==> config.mk <==
export PLATFORM = sky130hd
export DESIGN_NAME = move_input_flat
export DESIGN_NICKNAME = d
export VERILOG_FILES = /design/src/rtl/game_pkg.sv /design/src/rtl/move_input_if.sv /design/src/rtl/debouncer.sv /design/src/rtl/move_input.sv /design/src/flat_wrapper.sv
export SDC_FILE = /design/constraint.sdc
export NUM_CORES = 1
export LEC_CHECK = 0
export ABC_AREA = 1
export BUFFER_PORTS_ARGS = -buffer_cell sky130_fd_sc_hd__buf_4
export CAP_MARGIN = 30
export CORE_MARGIN = 5
export CORE_UTILIZATION = 45
export CTS_CLUSTER_SIZE = 30
export DETAILED_ROUTE_END_ITERATION = 10
export PLACE_DENSITY = 0.71
export SKIP_CTS_REPAIR_TIMING = 1
export SYNTH_ARGS = -nofsm -noshare
export SYNTH_HDL_FRONTEND = slang
export SYNTH_SLANG_ARGS = --single-unit
==> constraint.sdc <==
create_clock -name clk -period 1.9 [get_ports clk]
set_input_delay 0.19 -clock clk [delete_from_list [all_inputs] [get_ports clk]]
set_output_delay 0.19 -clock clk [all_outputs]
set_load 0.005 [all_outputs]
==> src/rtl/game_pkg.sv <==
// Shared 2048 move encoding and the move-input FSM state type.
// Direction codes are one-hot; the bit index matches the button order {left, up, down, right}.
package game_pkg;

    localparam logic [3:0] DIR_NONE  = 4'b0000;
    localparam logic [3:0] DIR_RIGHT = 4'b0001;
    localparam logic [3:0] DIR_DOWN  = 4'b0010;
    localparam logic [3:0] DIR_UP    = 4'b0100;
    localparam logic [3:0] DIR_LEFT  = 4'b1000;

    typedef enum logic [1:0] {
        IDLE = 2'd0,
        FIRE = 2'd1,
        HOLD = 2'd2
    } move_fsm_t;

    function automatic logic is_onehot(input logic [3:0] v);
        return (v != 4'b0000) && ((v & (v - 4'd1)) == 4'b0000);
    endfunction

endpackage

==> src/rtl/move_input_if.sv <==
// Raw push-button inputs and the one-hot move pulse of the move_input front-end.
// master drives the buttons and observes direction; slave is the move_input side.
interface move_input_if;
    logic       btn_right;
    logic       btn_left;
    logic       btn_up;
    logic       btn_down;
    logic [3:0] direction;

    modport master (
        output btn_right, btn_left, btn_up, btn_down,
        input  direction
    );

    modport slave (
        input  btn_right, btn_left, btn_up, btn_down,
        output direction
    );
endinterface

==> src/rtl/debouncer.sv <==
// One button: 2-flop synchronizer then a stability counter; stable follows din after
// DEBOUNCE_CYCLES consecutive differing synced cycles (latency DEBOUNCE_CYCLES+2), no backpressure.
module debouncer #(
    parameter int DEBOUNCE_CYCLES = 250000
) (
    input  logic clk,
    input  logic rst,
    input  logic din,
    output logic stable
);

    localparam int            CW   = $clog2(DEBOUNCE_CYCLES);
    localparam logic [CW-1:0] LAST = CW'(DEBOUNCE_CYCLES - 1);

    logic          sync0;
    logic          sync1;
    logic [CW-1:0] cnt;

    always_ff @(posedge clk) begin
        if (rst) begin
            sync0  <= 1'b0;
            sync1  <= 1'b0;
            stable <= 1'b0;
            cnt    <= '0;
        end else begin
            sync0 <= din;
            sync1 <= sync0;
            // Any agreement restarts the count, so only an unbroken run can flip stable.
            if (sync1 == stable) begin
                cnt <= '0;
            end else if (cnt == LAST) begin
                stable <= ~stable;
                cnt    <= '0;
            end else begin
                cnt <= cnt + 1'b1;
            end
        end
    end

endmodule

==> src/rtl/move_input.sv <==
// Four buttons -> debounced press events -> one single-cycle one-hot direction pulse per press.
// Latency DEBOUNCE_CYCLES+3 from raw edge, no backpressure; `MOVE_INPUT_REPEAT_EN adds hold auto-repeat.
module move_input
    import game_pkg::*;
#(
    parameter int DEBOUNCE_CYCLES = 250000,
    parameter int REPEAT_DELAY    = 50000000,
    parameter int REPEAT_PERIOD   = 15000000
) (
    input  logic         clk,
    input  logic         rst,
    move_input_if.slave  io
);

    logic [3:0] raw;
    logic [3:0] stable;
    logic [3:0] stable_q;
    logic [3:0] press;
    logic [3:0] fire_sel;
    logic [3:0] dir_nxt;
    logic       rpt_fire;
    move_fsm_t  state;
    move_fsm_t  state_nxt;

    assign raw = {io.btn_left, io.btn_up, io.btn_down, io.btn_right};

    for (genvar i = 0; i < 4; i++) begin : g_db
        debouncer #(
            .DEBOUNCE_CYCLES(DEBOUNCE_CYCLES)
        ) u_debouncer (
            .clk    (clk),
            .rst    (rst),
            .din    (raw[i]),
            .stable (stable[i])
        );
    end

    always_ff @(posedge clk) begin
        if (rst) begin
            stable_q <= 4'b0000;
        end else begin
            stable_q <= stable;
        end
    end

    assign press = stable & ~stable_q;

`ifdef MOVE_INPUT_REPEAT_EN
    localparam int RW = $clog2((REPEAT_DELAY > REPEAT_PERIOD) ? REPEAT_DELAY : REPEAT_PERIOD);
    localparam logic [RW-1:0] DELAY_LAST  = RW'(REPEAT_DELAY - 1);
    localparam logic [RW-1:0] PERIOD_LAST = RW'(REPEAT_PERIOD - 1);

    logic [RW-1:0] rpt_cnt;
    logic          rpt_ok;
    logic          rpt_first;
    logic [3:0]    fire_code;

    // rpt_cnt counts edges since the last pulse, FIRE cycles included, so the period keeps its phase.
    assign rpt_fire = (state == HOLD) && rpt_ok && (stable == fire_code) &&
                      (rpt_cnt == (rpt_first ? DELAY_LAST : PERIOD_LAST));

    always_ff @(posedge clk) begin
        if (rst) begin
            rpt_cnt   <= '0;
            rpt_ok    <= 1'b0;
            rpt_first <= 1'b0;
            fire_code <= DIR_NONE;
        end else if (state == IDLE) begin
            rpt_cnt   <= '0;
            rpt_first <= 1'b1;
            rpt_ok    <= (state_nxt == FIRE);
            if (state_nxt == FIRE) begin
                fire_code <= press;
            end
        end else begin
            if (rpt_fire) begin
                rpt_cnt   <= '0;
                rpt_first <= 1'b0;
            end else if (rpt_ok) begin
                rpt_cnt <= rpt_cnt + 1'b1;
            end
            if ((stable & ~fire_code) != 4'b0000) begin
                rpt_ok <= 1'b0;
            end
        end
    end

    assign fire_sel = (state == HOLD) ? fire_code : press;
`else
    assign rpt_fire = 1'b0;
    assign fire_sel = press;
`endif

    always_ff @(posedge clk) begin
        if (rst) begin
            state <= IDLE;
        end else begin
            state <= state_nxt;
        end
    end

    always_comb begin
        state_nxt = state;
        unique case (state)
            IDLE: begin
                // A chord goes straight to HOLD so none of its buttons can fire later.
                if (press != 4'b0000) begin
                    state_nxt = is_onehot(press) ? FIRE : HOLD;
                end
            end
            FIRE: state_nxt = HOLD;
            HOLD: begin
                if (stable == 4'b0000) begin
                    state_nxt = IDLE;
                end else if (rpt_fire) begin
                    state_nxt = FIRE;
                end
            end
            default: state_nxt = IDLE;
        endcase
    end

    always_comb begin
        dir_nxt = DIR_NONE;
        if (state_nxt == FIRE) begin
            dir_nxt = fire_sel;
        end
    end

    always_ff @(posedge clk) begin
        if (rst) begin
            io.direction <= DIR_NONE;
        end else begin
            io.direction <= dir_nxt;
        end
    end

endmodule

==> src/flat_wrapper.sv <==
// flat-port wrapper written by rule: the top's interface ports become plain ports
module move_input_flat import game_pkg::*;
#(
    parameter int DEBOUNCE_CYCLES = 250000,
    parameter int REPEAT_DELAY    = 50000000,
    parameter int REPEAT_PERIOD   = 15000000
)
  (clk, rst, io_btn_right, io_btn_left, io_btn_up, io_btn_down, io_direction);
  move_input_if io_i ();
  input  logic clk;
  input  logic rst;
  input wire logic [$bits(io_i.btn_right)-1:0] io_btn_right;
  input wire logic [$bits(io_i.btn_left)-1:0] io_btn_left;
  input wire logic [$bits(io_i.btn_up)-1:0] io_btn_up;
  input wire logic [$bits(io_i.btn_down)-1:0] io_btn_down;
  output wire logic [$bits(io_i.direction)-1:0] io_direction;
  assign io_i.btn_right = io_btn_right;
  assign io_i.btn_left = io_btn_left;
  assign io_i.btn_up = io_btn_up;
  assign io_i.btn_down = io_btn_down;
  assign io_direction = io_i.direction;
  move_input #(.DEBOUNCE_CYCLES(DEBOUNCE_CYCLES), .REPEAT_DELAY(REPEAT_DELAY), .REPEAT_PERIOD(REPEAT_PERIOD)) u_core (.clk(clk), .rst(rst), .io(io_i));
endmodule
## Word level (Yosys, flattened, before mapping)

Index checks and enable logic that the tools add are counted.

- Register bits after elaboration: 94
- Input port bits: 6
- Logic and storage cells: 65

- Add/subtract/negate cells: 5
- Equal/unequal tests: 11
- Multiplexer cells: 4
- Bitwise logic cells: 12
- Reduce and logical (&&, ||, !) cells: 14

Operators with widths:

| cell | number |
|---|---|
| 18-bit by 1-bit adder with 18-bit output (second input constant) | 4 |
| 18-bit == test (second input constant) | 4 |
| 3-bit OR reduction | 4 |
| 1-bit inverter | 9 |
| 4-bit AND | 2 |
| 4-bit zero test | 2 |
| 2-bit AND reduction | 4 |
| 2-bit two-way mux | 3 |
| 2-bit one-hot mux with 3 select lines | 1 |
| 1-bit == test | 4 |
| 2-bit by 1-bit == test with 1-bit output (second input constant) | 2 |
| 4-bit inverter | 1 |
| 4-bit nonzero test | 1 |
| 4-bit by 1-bit subtractor with 4-bit output (second input constant) | 1 |
| 2-bit == test (second input constant) | 1 |
| 2-bit zero test | 1 |
| 2-bit OR reduction | 1 |
| 1-bit logical AND | 1 |

## Depth between registers and ports, before layout

- Word-level depth: 12
- Depth in mapped cells: 9
- Gate-level depth less buffers: 8

## Hierarchy

From an unflattened synthesis, not the netlist that was laid out.

- Cell total of the unflattened synthesis: 634
- Area, all modules: 4488.1 um^2

Modules (own cells, without submodules):

| module | instances | cells each | area each (um^2) |
|---|---|---|---|
| debouncer | 4 | 147 | 1019.7 |
| move_input | 1 | 46 | 409.1 |

## Worst setup path before layout

Ideal clock, no wire load.

- Kind: reg-to-reg
- From: reg u_core.g_db[2].u_debouncer.cnt[0]
- To: reg u_core.g_db[2].u_debouncer.cnt[13]
- Library setup time: 115 ps
- Arrival time: 1340 ps
- Required time: 1785 ps
- Slack: 445 ps
- Stages on the path, launching flop included: 9
- Path buffers: 1
- Cell sequence: dfxtp_1 > ha_1 > nand2_2 > nor2_4 > nand2_2 > nand3b_4 > nand2_4 > buf_8 > nor2_2

- Longest elaborated chain between the ends: 2
- Elaborated cells on any way between the ends: 3

RTL lines:

| what | line | source |
|---|---|---|
| from (decl) | debouncer.sv:17 | `logic [CW-1:0] cnt;` |
| from (signal assigned) | debouncer.sv:35 | `cnt <= cnt + 1'b1;` |
| branches (longest 2 deep; another with 18-bit by 1-bit adder with 18-bit output) | n/a |  |

Several ways; the timed one is not identified.
A chain may end at the register's enable or synchronous reset.

## Worst setup path after layout

- From: reg u_core.g_db[2].u_debouncer.cnt[0]
- To: reg u_core.g_db[2].u_debouncer.cnt[14]

The elaborated chain is that of the path after synthesis.

==> impl_metrics.csv <==
group,metric,value,unit
status,status,"finished, final reports clean",
timing,max_freq,0.625,GHz
power,seqPwrFrac,58.5,%
synthesis,netlist_top_cells_area,"dfxtp_1 41%, nand2_1 12%, nor2_1 10%",
final_layout,post-route-util,50.3,%
synthesis,synth.largest_area_cell,"dfxtp_1",
worst_setup_path,end_kind,"flop",
synthesis,avgSynthCellArea,6.98,sq um
final_layout,n_antenna_cell,0,
final_layout,final_nets,681,
global_routing,antenna_found_initial,0,
worst_setup_path,slowest_delay,0.46,ns
synthesis,synth_fp_nets,666,
placed_design,port_buffers,9,
final_layout,drive_above_1_share,11.8,%
clocking,path_clk_slew,0.09,ns
synthesis,async_flop_share,0,%
clocking,cts_tree,"built",
synthesis,ys_warn_count,0,
placed_design,dpl_worst_slack,0.318,ns
final_layout,fillers,960,
synthesis,ys_seq_elements,94,
floorplan,dieArea,12300,sq um
timing,rsz0062_at_grt,"no",
synthesis,ys_types,28,
floorplan,start_util,46.4,%
detailed_routing,antenna_left,0,
detailed_routing,drcViolationCount,0,
detailed_routing,routed_wirelength,8480,um
global_routing,grt_start_max_net_pins,19,
timing,setup-violations-final,0,
clocking,htreeDepth,3,
synthesis,seq_area_frac_synth,41.1,%
synthesis,synth_enable_flop_cells,0,
synthesis,netlist_area,4580,sq um
clocking,clockBufferDepth,2,
synthesis,post-synth-top-count-cell,"nand2_1",
worst_setup_path,arrival,1.88,ns
timing,worst_slack,0.299,ns
power,comb_power_share,1.4,%
global_routing,grt_pass1_vias,3738,
worst_setup_path,critPathSlowestCell,"dfxtp_1",
synthesis,synth_ff_type,"dfxtp_1",
run,cap_viol_max_count,0,
timing,hold_viol,0,
floorplan,fp.dieH,111,um
clocking,cts.sinks,94,
floorplan,core.rowCount,36,
timing,final.min_clock_period,1.60,ns
detailed_routing,wire_per_inst,10.5,um
timing,worstMarginPinSlew,0.403,ns
synthesis,synth_common_cells,"149 x nand2_1, 122 x nor2_1, 94 x dfxtp_1",
floorplan,ios,10,
detailed_routing,num_vias,3916,
power,p_int,2.68,mW
global_routing,grt_pass1_wl,15500,um
worst_setup_path,crit_chain,"ha_1 -> nand2_2 -> nor3_2 -> nand4_1 -> a21oi_2",
power,ir_drop,0.000327,V
worst_setup_path,worstSetupPathType,"flop to flop",
power,power_switching,721,uW
worst_setup_path,startpoint_type,"flop",
final_layout,regArea,1880,sq um
worst_setup_path,crit_family,"simple AND/OR/NAND/NOR gates",
clocking,insertion_delay,0.36,ns
worst_setup_path,worst-path-buf-inv,0,
detailed_routing,drt_iter0_drc,261,
power,p_leak,1.56,nW
power,sw_frac_of_total,21.2,%
final_layout,syn2layout_area_growth,8.34,%
min_path,hold_class,"input port to flop",
clocking,cts_root_buf,"clkbuf_8",
placed_design,gp_congestion,0.911,
global_routing,track_usage,14.5,%
timing,timing.final.crit_share,84.3,%
detailed_routing,drt_first_pass_iters,5,
synthesis,syn_inst,656,
timing,drv_slew,0,
worst_setup_path,critical_path.max_fanout,7,
floorplan,core_area,9860,sq um
global_routing,grt_overflow,0,
worst_setup_path,required,2.18,ns
timing,setup_tns,0,ns
placed_design,post-dp-hpwl,6410,um
power,power_frac_clock,40.1,%
power,p_per_area,685,nW/um^2
timing,slew_headroom,73.0,%
synthesis,yosysTopAreaCellShare,41.1,%
detailed_routing,vias_per_cell,4.84,
floorplan,fp.dieW,111,um
final_layout,multi_input_area,2340,sq um
clocking,cts_made_buffers,9,
power,power.total,3.40,mW
timing,fin_skew,0.0159,ns
-- stage by stage --
step	cells	cell area (sq um)	hold WS (ns)
2_1_floorplan	656	4580	0.261
3_3_place_gp	793	4750	0.391
3_5_place_dp	793	4750	0.398
4_1_cts	809	4960	0.0202
5_1_grt	809	4960	0.0521
6_report	809	4960	0.0285
-- layer usage --
metal | vias up | global-route usage (%) | share of wire, %
met3 | 11 | 2.51 | 3.5
li1 | 2089 | - | -
met4 | 0 | 6.08 | 1.6
met5 | - | 0 | 0
met1 | 1753 | 18.5 | 49
met2 | 63 | 24.2 | 46
-- final timing paths --
kind / startpoint / endpoint / slack [ns] / depth (start not counted)
worst min register to register: u_core.g_db[0].u_debouncer.sync0 / u_core.g_db[0].u_debouncer.sync1 / 0.40 / 2
worst max register to register: u_core.g_db[2].u_debouncer.cnt[0] / u_core.g_db[2].u_debouncer.cnt[14] / 0.30 / 5
worst min-delay path: io_btn_right / u_core.g_db[0].u_debouncer.sync0 / 0.03 / 3
worst max-delay path: u_core.g_db[2].u_debouncer.cnt[0] / u_core.g_db[2].u_debouncer.cnt[14] / 0.30 / 5
-- worst register-to-register path: cells and delay by family, from the launching register on --
family,cells,cell delay [ns]
fa+ha+maj,1,0.24
flops,1,0.46
compound gates,1,0.17
simple gates,3,0.65
-- cells by family after synthesis --
group | synth area share, %
DFF | 41.1
buffers and inverters | 7.82
xor gates and xnor gates | 3.64
AOI/OAI and AO/OA | 7.96
adders and majority gates | 1.09
and+or+nand+nor | 38.4
-- state kept, by name (all words and copies together), names as in the netlist --
signal / cells
u_core.g_db.u_debouncer.stable: 4
u_core.state: 2
u_core.g_db.u_debouncer.cnt: 72
u_core.g_db.u_debouncer.sync0: 4
u_core.stable_q: 4
u_core.io.direction: 4
u_core.g_db.u_debouncer.sync1: 4
-- power by group through the flow --
stage	registers (mW)	clock network, mW	logic (mW)
floorplan	2.03	0	0.0380
global placement	2.03	0	0.0480
detailed placement	2.03	0	0.0490
CTS	1.99	1.41	0.0493
global route	1.99	1.49	0.0559
finish	1.99	1.36	0.0478
-- cell type report --
| type | instances | area share (%) |
|---|---|---|
| Multi-Input combinational cell | 478 | 47.1 |
| Timing Repair Buffer | 9 | 1.36 |
| Tap cell | 133 | 3.36 |
| Sequential cell | 94 | 38.0 |
| Inverter | 79 | 5.98 |
| Clock inverter | 5 | 1.16 |
| Clock buffer | 11 | 3.05 |
-- layout by cell type (no fill, tap or decap) --
| cell type | count |
|---|---|
| nand2_2 | 7 |
| nand2_1 | 149 |
| nand3b_4 | 1 |
| nor3_2 | 1 |
| bufinv_16 | 1 |
| nor3_1 | 6 |
| clkinv_2 | 2 |
| or2_2 | 7 |
| xnor2_1 | 6 |
| nor2_1 | 122 |
| nand4_1 | 13 |
| or2_0 | 9 |
| nor2_4 | 5 |
| o21ai_0 | 15 |
| clkinv_4 | 2 |
| buf_4 | 9 |
| nand3_2 | 3 |
| inv_1 | 77 |
| nand2_4 | 2 |
| inv_2 | 2 |
| dfxtp_1 | 94 |
| nand3b_1 | 1 |
| nand3_1 | 45 |
| a21oi_2 | 9 |
| xor2_1 | 13 |
| clkbuf_8 | 11 |
| nor2_2 | 18 |
| a21oi_1 | 42 |
| ha_1 | 4 |
Note: power is estimated with default switching activity, not from simulation.
